## src/rtl/sync_fifo_stream_adapter.sv

```systemverilog
// rtl/sync_fifo_stream_adapter.sv - FIFO read-port to registered valid/ready stream adapter
// Reads are issued from buffer occupancy alone, so m_ready_i never reaches fifo_read_o.
module sync_fifo_stream_adapter #(
    parameter int DATA_WIDTH = 32,
    parameter int RD_LATENCY = 1,
    parameter int BUF_DEPTH  = 2 + RD_LATENCY,
    parameter int CNT_WIDTH  = 32
) (
    input  logic                           clk_i,
    input  logic                           rst_n_i,
    input  logic                           flush_i,
    input  logic                           fifo_empty_i,
    input  logic [DATA_WIDTH-1:0]          fifo_rd_data_i,
    output logic                           fifo_read_o,
    output logic                           m_valid_o,
    output logic [DATA_WIDTH-1:0]          m_data_o,
    input  logic                           m_ready_i,
    output logic [$clog2(BUF_DEPTH+1)-1:0] words_o,
    output logic [CNT_WIDTH-1:0]           beat_cnt_o
);
    localparam int CW = $clog2(BUF_DEPTH + 1);
    localparam int PW = (BUF_DEPTH > 1) ? $clog2(BUF_DEPTH) : 1;
    localparam logic [PW-1:0] LAST_IDX  = PW'(BUF_DEPTH - 1);
    localparam logic [CW:0]   DEPTH_EXT = (CW + 1)'(BUF_DEPTH);
    localparam logic [CW-1:0] DEPTH_CNT = CW'(BUF_DEPTH);

    logic [DATA_WIDTH-1:0] r_mem [BUF_DEPTH];
    logic [PW-1:0]         r_head;
    logic [PW-1:0]         r_tail;
    logic [CW-1:0]         r_count;
    logic                  r_inflight;
    logic                  r_valid;
    logic [CNT_WIDTH-1:0]  r_beat;

    logic                  w_inflight;
    logic                  w_read;
    logic                  w_capture;
    logic                  w_pop;
    logic [CW:0]           w_occupancy;
    logic [CW-1:0]         w_count_nxt;

    function automatic logic [PW-1:0] ptr_inc(input logic [PW-1:0] p);
        return (p == LAST_IDX) ? '0 : p + 1'b1;
    endfunction

    // A word still in the FIFO read pipeline already owns a buffer slot.
    assign w_inflight  = (RD_LATENCY == 1) ? r_inflight : 1'b0;
    assign w_occupancy = {1'b0, r_count} + (CW + 1)'(w_inflight);
    assign w_read      = !fifo_empty_i && !flush_i && rst_n_i && (w_occupancy < DEPTH_EXT);
    assign w_capture   = (RD_LATENCY == 0) ? w_read : (w_inflight && !flush_i);
    assign w_pop       = r_valid && m_ready_i && !flush_i;

    always_comb begin
        w_count_nxt = r_count;
        if (w_capture && !w_pop) begin
            w_count_nxt = r_count + 1'b1;
        end else if (!w_capture && w_pop) begin
            w_count_nxt = r_count - 1'b1;
        end
    end

    always_ff @(posedge clk_i) begin
        if (!rst_n_i) begin
            r_head     <= '0;
            r_tail     <= '0;
            r_count    <= '0;
            r_inflight <= 1'b0;
            r_valid    <= 1'b0;
            r_beat     <= '0;
        end else if (flush_i) begin
            r_head     <= '0;
            r_tail     <= '0;
            r_count    <= '0;
            r_inflight <= 1'b0;
            r_valid    <= 1'b0;
        end else begin
            r_inflight <= w_read;
            r_count    <= w_count_nxt;
            r_valid    <= (w_count_nxt != '0);
            if (w_capture) begin
                r_tail <= ptr_inc(r_tail);
            end
            if (w_pop) begin
                r_head <= ptr_inc(r_head);
                r_beat <= r_beat + CNT_WIDTH'(1);
            end
        end
    end

    always_ff @(posedge clk_i) begin
        if (rst_n_i && w_capture) begin
            r_mem[r_tail] <= fifo_rd_data_i;
        end
    end

    assign fifo_read_o = w_read;
    assign m_valid_o   = r_valid;
    assign m_data_o    = r_mem[r_head];
    assign words_o     = r_count;
    assign beat_cnt_o  = r_beat;

    a_no_overflow: assert property (@(posedge clk_i) disable iff (!rst_n_i)
        !(w_capture && (r_count == DEPTH_CNT)));
    a_occupancy: assert property (@(posedge clk_i) disable iff (!rst_n_i)
        w_occupancy <= DEPTH_EXT);

endmodule
```

## config.mk

```make
export PLATFORM = sky130hd
export DESIGN_NAME = sync_fifo_stream_adapter
export DESIGN_NICKNAME = d
export VERILOG_FILES = /design/src/rtl/sync_fifo_stream_adapter.sv
export SDC_FILE = /design/constraint.sdc
export NUM_CORES = 1
export LEC_CHECK = 0
export ABC_AREA = 1
export CAP_MARGIN = 40
export CELL_PAD_IN_SITES_DETAIL_PLACEMENT = 0
export CELL_PAD_IN_SITES_GLOBAL_PLACEMENT = 1
export CORE_MARGIN = 5
export CORE_UTILIZATION = 35
export CTS_CLUSTER_DIAMETER = 120
export DETAILED_ROUTE_END_ITERATION = 8
export HOLD_SLACK_MARGIN = 0.1
export PLACE_DENSITY_LB_ADDON = 0.15
export SETUP_SLACK_MARGIN = 0.15
export SLEW_MARGIN = 15
export SYNTH_ARGS = -nofsm -noshare
export SYNTH_HDL_FRONTEND = slang
export SYNTH_SLANG_ARGS = --single-unit
```

## constraint.sdc

```tcl
create_clock -name clk_i -period 7.9 [get_ports clk_i]
set_clock_uncertainty 0.1 [all_clocks]
set_input_delay 1.185 -clock clk_i [delete_from_list [all_inputs] [get_ports clk_i]]
set_output_delay 1.185 -clock clk_i [all_outputs]
set_load 0.005 [all_outputs]
```

==> results.sh, run 1 <==
export IMPL_status="finished clean"
export IMPL_cts_resized=0
export IMPL_relSlewSlack_pct=60.4
export IMPL_clk_pin_slew_ns=0.06
export IMPL_cp_max_fo=11
export IMPL_critPathLaunchType="primary input"
export IMPL_wire_per_inst_um=15.5
export IMPL_clkPwrFrac_pct=50.9
export IMPL_nets=707
export IMPL_min_period_ns=4.72
export IMPL_synthesis_area_mm2=0.00566
export IMPL_viasPerCell=4.71
export IMPL_slew_viol_final=0
export IMPL_hold_buffers=0
export IMPL_min_path_type="flop to flop"
export IMPL_synth_top_area_share_pct=50.9
export IMPL_drc_errors=0
export IMPL_crit_chain="clkdlybuf4s50_1, inv_1, nor2_1, inv_1, a2111oi_0, clkdlybuf4s50_1"
export IMPL_p_total_uw=1670
export IMPL_vias=4217
export IMPL_p_leak_uw=0.00283
export IMPL_insertion_delay_ns=0.41
export IMPL_rsz0062_at_grt="false"
export IMPL_fp_coreArea_mm2=0.0159
export IMPL_p_comb_share_pct=2.7
export IMPL_cp_endpoint="fifo_read_o"
export IMPL_final_area_mm2=0.00769
export IMPL_cts_tree="done"
export IMPL_whs_path_depth=2
export IMPL_p_sw_uw=336
export IMPL_r2r_start="r_inflight"
export IMPL_power_internal_uw=1340
export IMPL_place_gp_congestion=0.794
export IMPL_crit_path_start="rst_n_i"
export IMPL_power_density_mw_per_mm2=217
export IMPL_synth_warnings=0
export IMPL_dieArea_mm2=0.0188
export IMPL_first_global_vias=4364
export IMPL_grt_remaining_overflow=0
export IMPL_place_hpwl_um=9390
export IMPL_cts_num_sinks=138
export IMPL_vdd_drop_max_mv=0.141
export IMPL_cts_max_level=4
export IMPL_whs_ns=0.387
export IMPL_synth_area_leader_cell="edfxtp_1"
export IMPL_antenna_found_initial=1
export IMPL_routed_wl_um=13900
export IMPL_avgSynthCellArea_um2=10.2
export IMPL_switching_share_pct=20.1
export IMPL_post_cts_buffers=0
export IMPL_hold_violations=0
export IMPL_mostFrequentLayoutCells="104 x clkdlybuf4s50_1, 100 x nand2_1, 96 x edfxtp_1"
export IMPL_grt_use_total_pct=15.4
export IMPL_rr_worst_depth=5
export IMPL_setup_viol=0
export IMPL_period_share_pct=59.8
export IMPL_io_buffers=104
export IMPL_clockBufferDepth=2
export IMPL_num_rows=46
export IMPL_ys_types=32
export IMPL_seq_area_frac_synth_pct=65.8
export IMPL_worst_pin_slew_ns=0.593
export IMPL_finalSetupTns_ns=0
export IMPL_area_delta_synth_final_pct=35.9
export IMPL_max_stage_delay_ns=0.63
export IMPL_cts_root_buf="clkbuf_16"
export IMPL_antenna_cells=0
export IMPL_drive_gt1_share_pct=9.26
export IMPL_synth_cells=553
export IMPL_ant_nets=0
export IMPL_synth_seq_cells=138
export IMPL_synth_area_top_cells="edfxtp_1 51%, dfxtp_1 15%, a21oi_1 7.2%, nand2_1 6.6%, nor2_1 5.4%"
export IMPL_crit_required_ns=6.61
export IMPL_cp_arrival_ns=3.44
export IMPL_regToRegSetupSlack_ns=5.99
export IMPL_start_util_pct=35.6
export IMPL_die_width_um=137
export IMPL_num_io_pins=105
export IMPL_critPathKind="primary input to output port"
export IMPL_numCtsBuffers=17
export IMPL_placed_area_mm2=0.00706
export IMPL_synthesis_nets=593
export IMPL_seq_power_share_pct=46.4
export IMPL_cp_slowest_cell="clkdlybuf4s50_1"
export IMPL_first_pass_iters=4
export IMPL_grt_max_degree=34
export IMPL_die_h_um=137
export IMPL_place_ws_ns=3.17
export IMPL_cp_end_kind="output port"
export IMPL_max_cap_violations=0
export IMPL_r2r_end="r_mem[1][4]"
export IMPL_layout_commonest_cell="clkdlybuf4s50_1"
export IMPL_setup_ws_ns=3.18
export IMPL_fmax_mhz=212
export IMPL_grt_pass1_wl_um=22200
export IMPL_drt_initial_drc_count=191
[power groups by stage]
stage	combinational, uW	sequential [uW]	clock, uW
after CTS	45.7	776	866
after floorplan	10.8	791	0
final	45.2	776	850
after global placement	43.0	791	0
after global routing	49.3	776	898
after detailed placement	45.4	791	0
[cells in the mapped netlist]
| cell | number |
|---|---|
| nor4_1 | 1 |
| nand3_2 | 2 |
| a21o_1 | 1 |
| ha_1 | 3 |
| edfxtp_1 | 96 |
| inv_2 | 1 |
| a21oi_1 | 82 |
| nand2_4 | 1 |
| dfxtp_1 | 42 |
| nor2_4 | 2 |
| a211oi_1 | 1 |
| nand3_4 | 1 |
| nand3_1 | 23 |
| nand4_1 | 4 |
| and3_1 | 1 |
| clkbuf_1 | 15 |
| nor3_1 | 3 |
| nor2_8 | 2 |
| buf_1 | 1 |
| a31oi_1 | 1 |
| nand2_1 | 100 |
| xor2_1 | 3 |
| nor3_4 | 2 |
| a2111oi_0 | 2 |
| o211a_1 | 1 |
| nand2_2 | 4 |
| o21a_1 | 2 |
| nor2_2 | 6 |
| buf_2 | 1 |
| nor2_1 | 81 |
| inv_1 | 50 |
| o21ai_0 | 18 |
[final cells by class]
type                            count  area (um^2)
Fill cell                        1479         8190
Sequential cell                   138         3720
Multi-Input combinational cell    347         1700
Timing Repair Buffer              112         1170
Clock buffer                       17          425
Tap cell                          216          270
Clock inverter                     15          211
Inverter                           51          191
[metrics by stage]
stage	cells	util, %
2_1_floorplan	553	-
3_3_place_gp	860	43.8
3_5_place_dp	864	44.4
4_1_cts	896	48.4
5_1_grt	896	48.4
6_report	896	48.4
[worst min path at each step]
stage                      to  slack (ns)            from
6_report       beat_cnt_o[10]        0.39  beat_cnt_o[10]
5_1_grt             r_tail[1]        0.41       r_tail[1]
4_1_cts        beat_cnt_o[10]        0.40  beat_cnt_o[10]
3_5_place_dp   beat_cnt_o[10]        0.39  beat_cnt_o[10]
3_3_place_gp        r_tail[1]        0.38       r_tail[1]
2_1_floorplan       r_tail[1]        0.36       r_tail[1]
[worst max-delay path: cells and delay by family]
family,cells,cell delay [ns]
and+or+nand+nor,1,0.28
buffers and inverters,4,1.66
AOI/OAI and AO/OA,1,0.31
[cells by family (layout without fill, tap and decap cells)]
logic type	after synthesis	count (layout)	share of synthesized area (%)
compound gates	108	108	9.97
buf+inv	68	195	4.53
fa+ha+maj	3	3	0.663
xor+xnor	3	3	0.464
simple gates	233	233	18.6
flops	138	138	65.8
[layer usage]
layer  part of all wire (%)  up-vias  GRT usage, %
li1                       -     2116             -
met1                     44     1983          18.9
met2                     49       98          26.2
met3                    4.7       18          3.91
met4                    1.6        2          5.88
met5                  0.086        -             0
[registers in the layout, summed over array words and instances (netlist names), named ones only]
register,count
beat_cnt_o,32
m_valid_o,1
r_head,2
r_inflight,1
r_mem,96
r_tail,2
words_o,2
(Power assumes the default switching activity.)
==> run 2, diff against run 1 <==
- clock period: 7.9 -> 4.55 ns (I/O delays scaled with it)
==> results.sh, run 2 (synthesis results as in run 1) <==
export IMPL_cts_root_buf="clkbuf_16"
export IMPL_worst_pin_slew_ns=0.709
export IMPL_crit_required_ns=3.77
export IMPL_first_pass_iters=4
export IMPL_cts_num_sinks=138
export IMPL_critPathKind="primary input to output port"
export IMPL_ant_nets=0
export IMPL_finalSetupTns_ns=0
export IMPL_setup_ws_ns=1.13
export IMPL_n_fill_cell=1495
export IMPL_drt_initial_drc_count=280
export IMPL_routed_wl_um=13800
export IMPL_dieArea_mm2=0.0188
export IMPL_cts_tree="done"
export IMPL_wire_per_inst_um=15.3
export IMPL_largest_reg_flops=96
export IMPL_cts_resized=0
export IMPL_cts_max_level=4
export IMPL_slew_viol_final=0
export IMPL_cp_max_fo=11
export IMPL_io_buffers=104
export IMPL_min_period_ns=3.42
export IMPL_layout_commonest_cell="clkdlybuf4s50_1"
export IMPL_grt_use_total_pct=15.3
export IMPL_area_delta_synth_final_pct=33.5
export IMPL_num_io_pins=105
export IMPL_rsz0062_at_grt="false"
export IMPL_die_width_um=137
export IMPL_fp_coreArea_mm2=0.0159
export IMPL_nets=707
export IMPL_num_rows=46
export IMPL_max_cap_violations=0
export IMPL_first_global_vias=4296
export IMPL_hold_buffers=0
export IMPL_p_leak_uw=0.00276
export IMPL_viasPerCell=4.66
export IMPL_post_cts_buffers=0
export IMPL_antenna_found_initial=1
export IMPL_fmax_mhz=292
export IMPL_top_register="r_mem"
export IMPL_period_share_pct=75.2
export IMPL_numCtsBuffers=17
export IMPL_die_h_um=137
export IMPL_start_util_pct=35.6
export IMPL_grt_max_degree=34
export IMPL_hold_violations=0
export IMPL_status="finished clean"
export IMPL_relSlewSlack_pct=52.7
export IMPL_grt_pass1_wl_um=21800
export IMPL_cp_arrival_ns=2.64
export IMPL_vias=4172
export IMPL_place_ws_ns=1.12
export IMPL_insertion_delay_ns=0.42
export IMPL_power_density_mw_per_mm2=345
export IMPL_vdd_drop_max_mv=0.243
export IMPL_clk_pin_slew_ns=0.05
export IMPL_place_gp_congestion=0.813
export IMPL_clockBufferDepth=2
export IMPL_setup_viol=0
export IMPL_drive_gt1_share_pct=8.68
export IMPL_critPathLaunchType="primary input"
export IMPL_place_hpwl_um=9180
export IMPL_antenna_cells=0
export IMPL_min_path_type="flop to flop"
export IMPL_cp_end_kind="output port"
export IMPL_grt_remaining_overflow=0
export IMPL_drc_errors=0
export IMPL_mostFrequentLayoutCells="104 x clkdlybuf4s50_1, 100 x nand2_1, 96 x edfxtp_1"
## run 2: cell count changes in the layout (fill, tap and decap cells not counted), sizes merged
cell	delta
clkinv	+5
bufinv	-4
inv	-4
clkinvlp	+2
clkbuf	+1
## run 2: worst paths after layout
| path | from | endpoint | slack [ns] | depth (start not counted) |
|---|---|---|---|---|
| hold reg to reg | beat_cnt_o[10] | beat_cnt_o[10] | 0.39 | 2 |
| hold / removal | beat_cnt_o[10] | beat_cnt_o[10] | 0.39 | 2 |
| setup / recovery | rst_n_i | fifo_read_o | 1.13 | 7 |
| setup reg to reg | r_inflight | r_mem[1][27] | 2.69 | 5 |
## run 2: final cells by class
class / count / area, um^2 / share of cell area, %
inverters: 51 / 191 / 2.53
well taps: 216 / 270 / 3.57
flip-flops and latches: 138 / 3720 / 49.2
clock inverters: 14 / 81.3 / 1.08
repair buffers: 112 / 1150 / 15.3
multi-input cells: 347 / 1710 / 22.6
clock buffers: 18 / 429 / 5.68
## run 2: worst max-delay path, cell delays in order
cell	delay, ns
clkdlybuf4s50_1	0.48
inv_1	0.04
buf_4	0.19
nor2_1	0.23
inv_1	0.15
a2111oi_0	0.29
clkdlybuf4s50_1	0.57
## run 2: report_power, final
| part | internal [uW] | switching, uW |
|---|---|---|
| registers | 1350 | 1.73 |
| logic | 43.2 | 34.7 |
| clock network | 684 | 500 |
| total | 2070 | 537 |
## run 2: stage by stage
step	utilization, %	hold WS, ns	instances	power (uW)	cell area (um^2)
after floorplan	-	0.359	553	1390	5670
after CTS	47.6	0.394	896	2640	7560
after global placement	43.9	0.376	861	1450	6980
after global routing	47.6	0.428	896	2710	7560
final	47.6	0.392	896	2610	7560
after detailed placement	44.4	0.382	864	1450	7050
## run 2: metal layers
layer  vias to the layer above  routed length [um]  track usage (%)
met5                         -                  18                0
met4                         2                 179             5.49
met1                      1947                6010             18.1
met2                        99                6760             26.5
met3                        18                 781             4.31
li1                       2106                   -                -
==> run 3, diff against run 2 <==
- clock period: 4.55 -> 2.9 ns (I/O delays scaled with it)
==> results.sh, run 3 (synthesis results as in run 1) <==
export IMPL_grt_pass1_wl_um=22000
export IMPL_cts_root_buf="clkbuf_16"
export IMPL_drt_initial_drc_count=162
export IMPL_cts_tree="done"
export IMPL_grt_max_degree=33
export IMPL_rsz0062_at_grt="false"
export IMPL_slew_viol_final=0
export IMPL_top_register="r_mem"
export IMPL_relSlewSlack_pct=72.9
export IMPL_p_leak_uw=0.00284
export IMPL_layout_commonest_cell="clkdlybuf4s50_1"
export IMPL_utilization_pct=48.3
export IMPL_mostFrequentLayoutCells="103 x clkdlybuf4s50_1, 100 x nand2_1, 96 x edfxtp_1"
export IMPL_io_buffers=104
export IMPL_seq_power_share_pct=48.0
export IMPL_cts_num_sinks=138
export IMPL_finalSetupTns_ns=0
export IMPL_largest_reg_flops=96
export IMPL_cp_end_kind="output port"
export IMPL_p_comb_share_pct=2.8
export IMPL_antenna_found_initial=1
export IMPL_place_hpwl_um=9260
export IMPL_cp_endpoint="m_data_o[31]"
export IMPL_post_cts_buffers=0
export IMPL_setup_viol=0
export IMPL_num_io_pins=105
export IMPL_critPathKind="flop to output port"
export IMPL_min_path_type="flop to flop"
export IMPL_drive_gt1_share_pct=10.2
export IMPL_first_global_vias=4357
export IMPL_vdd_drop_max_mv=0.405
export IMPL_hold_buffers=0
export IMPL_switching_share_pct=19.8
export IMPL_p_sw_uw=875
export IMPL_cts_max_level=4
export IMPL_fp_coreArea_mm2=0.0159
export IMPL_setup_ws_ns=0.310
export IMPL_vias=4249
export IMPL_power_density_mw_per_mm2=575
export IMPL_nets=714
export IMPL_clk_pin_slew_ns=0.06
export IMPL_num_rows=46
export IMPL_cp_max_fo=22
export IMPL_area_delta_synth_final_pct=35.4
export IMPL_first_pass_iters=4
export IMPL_crit_required_ns=2.37
export IMPL_r2r_start="beat_cnt_o[1]"
export IMPL_die_h_um=137
export IMPL_dieArea_mm2=0.0188
export IMPL_grt_use_total_pct=15.4
export IMPL_start_util_pct=35.6
export IMPL_rr_worst_depth=9
export IMPL_clockBufferDepth=2
export IMPL_power_internal_uw=3530
export IMPL_period_share_pct=89.3
export IMPL_grt_remaining_overflow=0
export IMPL_critPathLaunchType="flop"
export IMPL_fmax_mhz=386
export IMPL_r2r_end="beat_cnt_o[22]"
export IMPL_antenna_cells=0
export IMPL_numCtsBuffers=17
export IMPL_status="finished clean"
export IMPL_routed_wl_um=13700
export IMPL_min_period_ns=2.59
export IMPL_cp_arrival_ns=2.05
export IMPL_insertion_delay_ns=0.41
export IMPL_worst_pin_slew_ns=0.407
export IMPL_hold_violations=0
export IMPL_regToRegSetupSlack_ns=1.16
export IMPL_max_cap_violations=0
export IMPL_viasPerCell=4.71
export IMPL_die_width_um=137
export IMPL_drc_errors=0
export IMPL_place_ws_ns=0.235
export IMPL_place_gp_congestion=0.802
export IMPL_wire_per_inst_um=15.2
export IMPL_clkPwrFrac_pct=49.2
export IMPL_ant_nets=0
-- run 3: layout make-up --
cell class | count | area, um^2
clock buffer | 17 | 425
clock inverter | 15 | 173
fill | 1486 | 8220
inverter | 51 | 195
multi-input combinational | 347 | 1710
sequential | 138 | 3720
tap | 216 | 270
timing repair buffer | 119 | 1170
-- run 3: per-stage QoR --
step | std cells | instance area [um^2] | hold WS, ns | power [uW]
6_report | 903 | 7670 | 0.381 | 4410
5_1_grt | 903 | 7670 | 0.408 | 4570
4_1_cts | 903 | 7660 | 0.386 | 4470
3_5_place_dp | 871 | 7060 | 0.375 | 2280
3_3_place_gp | 871 | 7060 | 0.366 | 2280
2_1_floorplan | 553 | 5680 | 0.359 | 2190
-- run 3: worst min-delay path by stage --
stage                   startpoint        endpoint  slack (ns)  cells after the start
floorplan                r_tail[1]       r_tail[1]        0.36                      2
global placement         r_tail[1]       r_tail[1]        0.37                      2
detailed placement  beat_cnt_o[10]  beat_cnt_o[10]        0.38                      2
CTS                 beat_cnt_o[10]  beat_cnt_o[10]        0.39                      2
global route             r_tail[1]       r_tail[1]        0.41                      2
finish              beat_cnt_o[10]  beat_cnt_o[10]        0.38                      2
-- run 3: critical path, stage by stage, from the launching register on --
cell             delay [ns]
dfxtp_1                0.34
clkinvlp_4             0.23
buf_12                 0.21
nand2_1                0.06
a21oi_1                0.25
clkdlybuf4s50_1        0.56
-- run 3: power by group through the flow --
| stage | Clock [uW] | Combinational (uW) | Sequential, uW |
|---|---|---|---|
| after global placement | 0 | 125 | 2160 |
| final | 2170 | 126 | 2110 |
| after floorplan | 0 | 29.9 | 2160 |
| after CTS | 2230 | 128 | 2110 |
| after global routing | 2320 | 137 | 2110 |
| after detailed placement | 0 | 127 | 2160 |
-- run 3: metal layers --
metal | share of wire, % | GRT usage [%] | wire length, um
met5 | 0.12 | 0 | 16
met4 | 0.95 | 4.82 | 131
met3 | 5.6 | 4.53 | 772
met2 | 50 | 26.9 | 6880
met1 | 43 | 18.2 | 5940
-- run 3: what timing repair did --
item | CTS | global route
gates resized for setup | 3 | 1
gates cloned | 0 | 0
pin swaps | 0 | 0
endpoints found under the setup margin | 2 | 2
hold endpoints to repair | 0 | 0
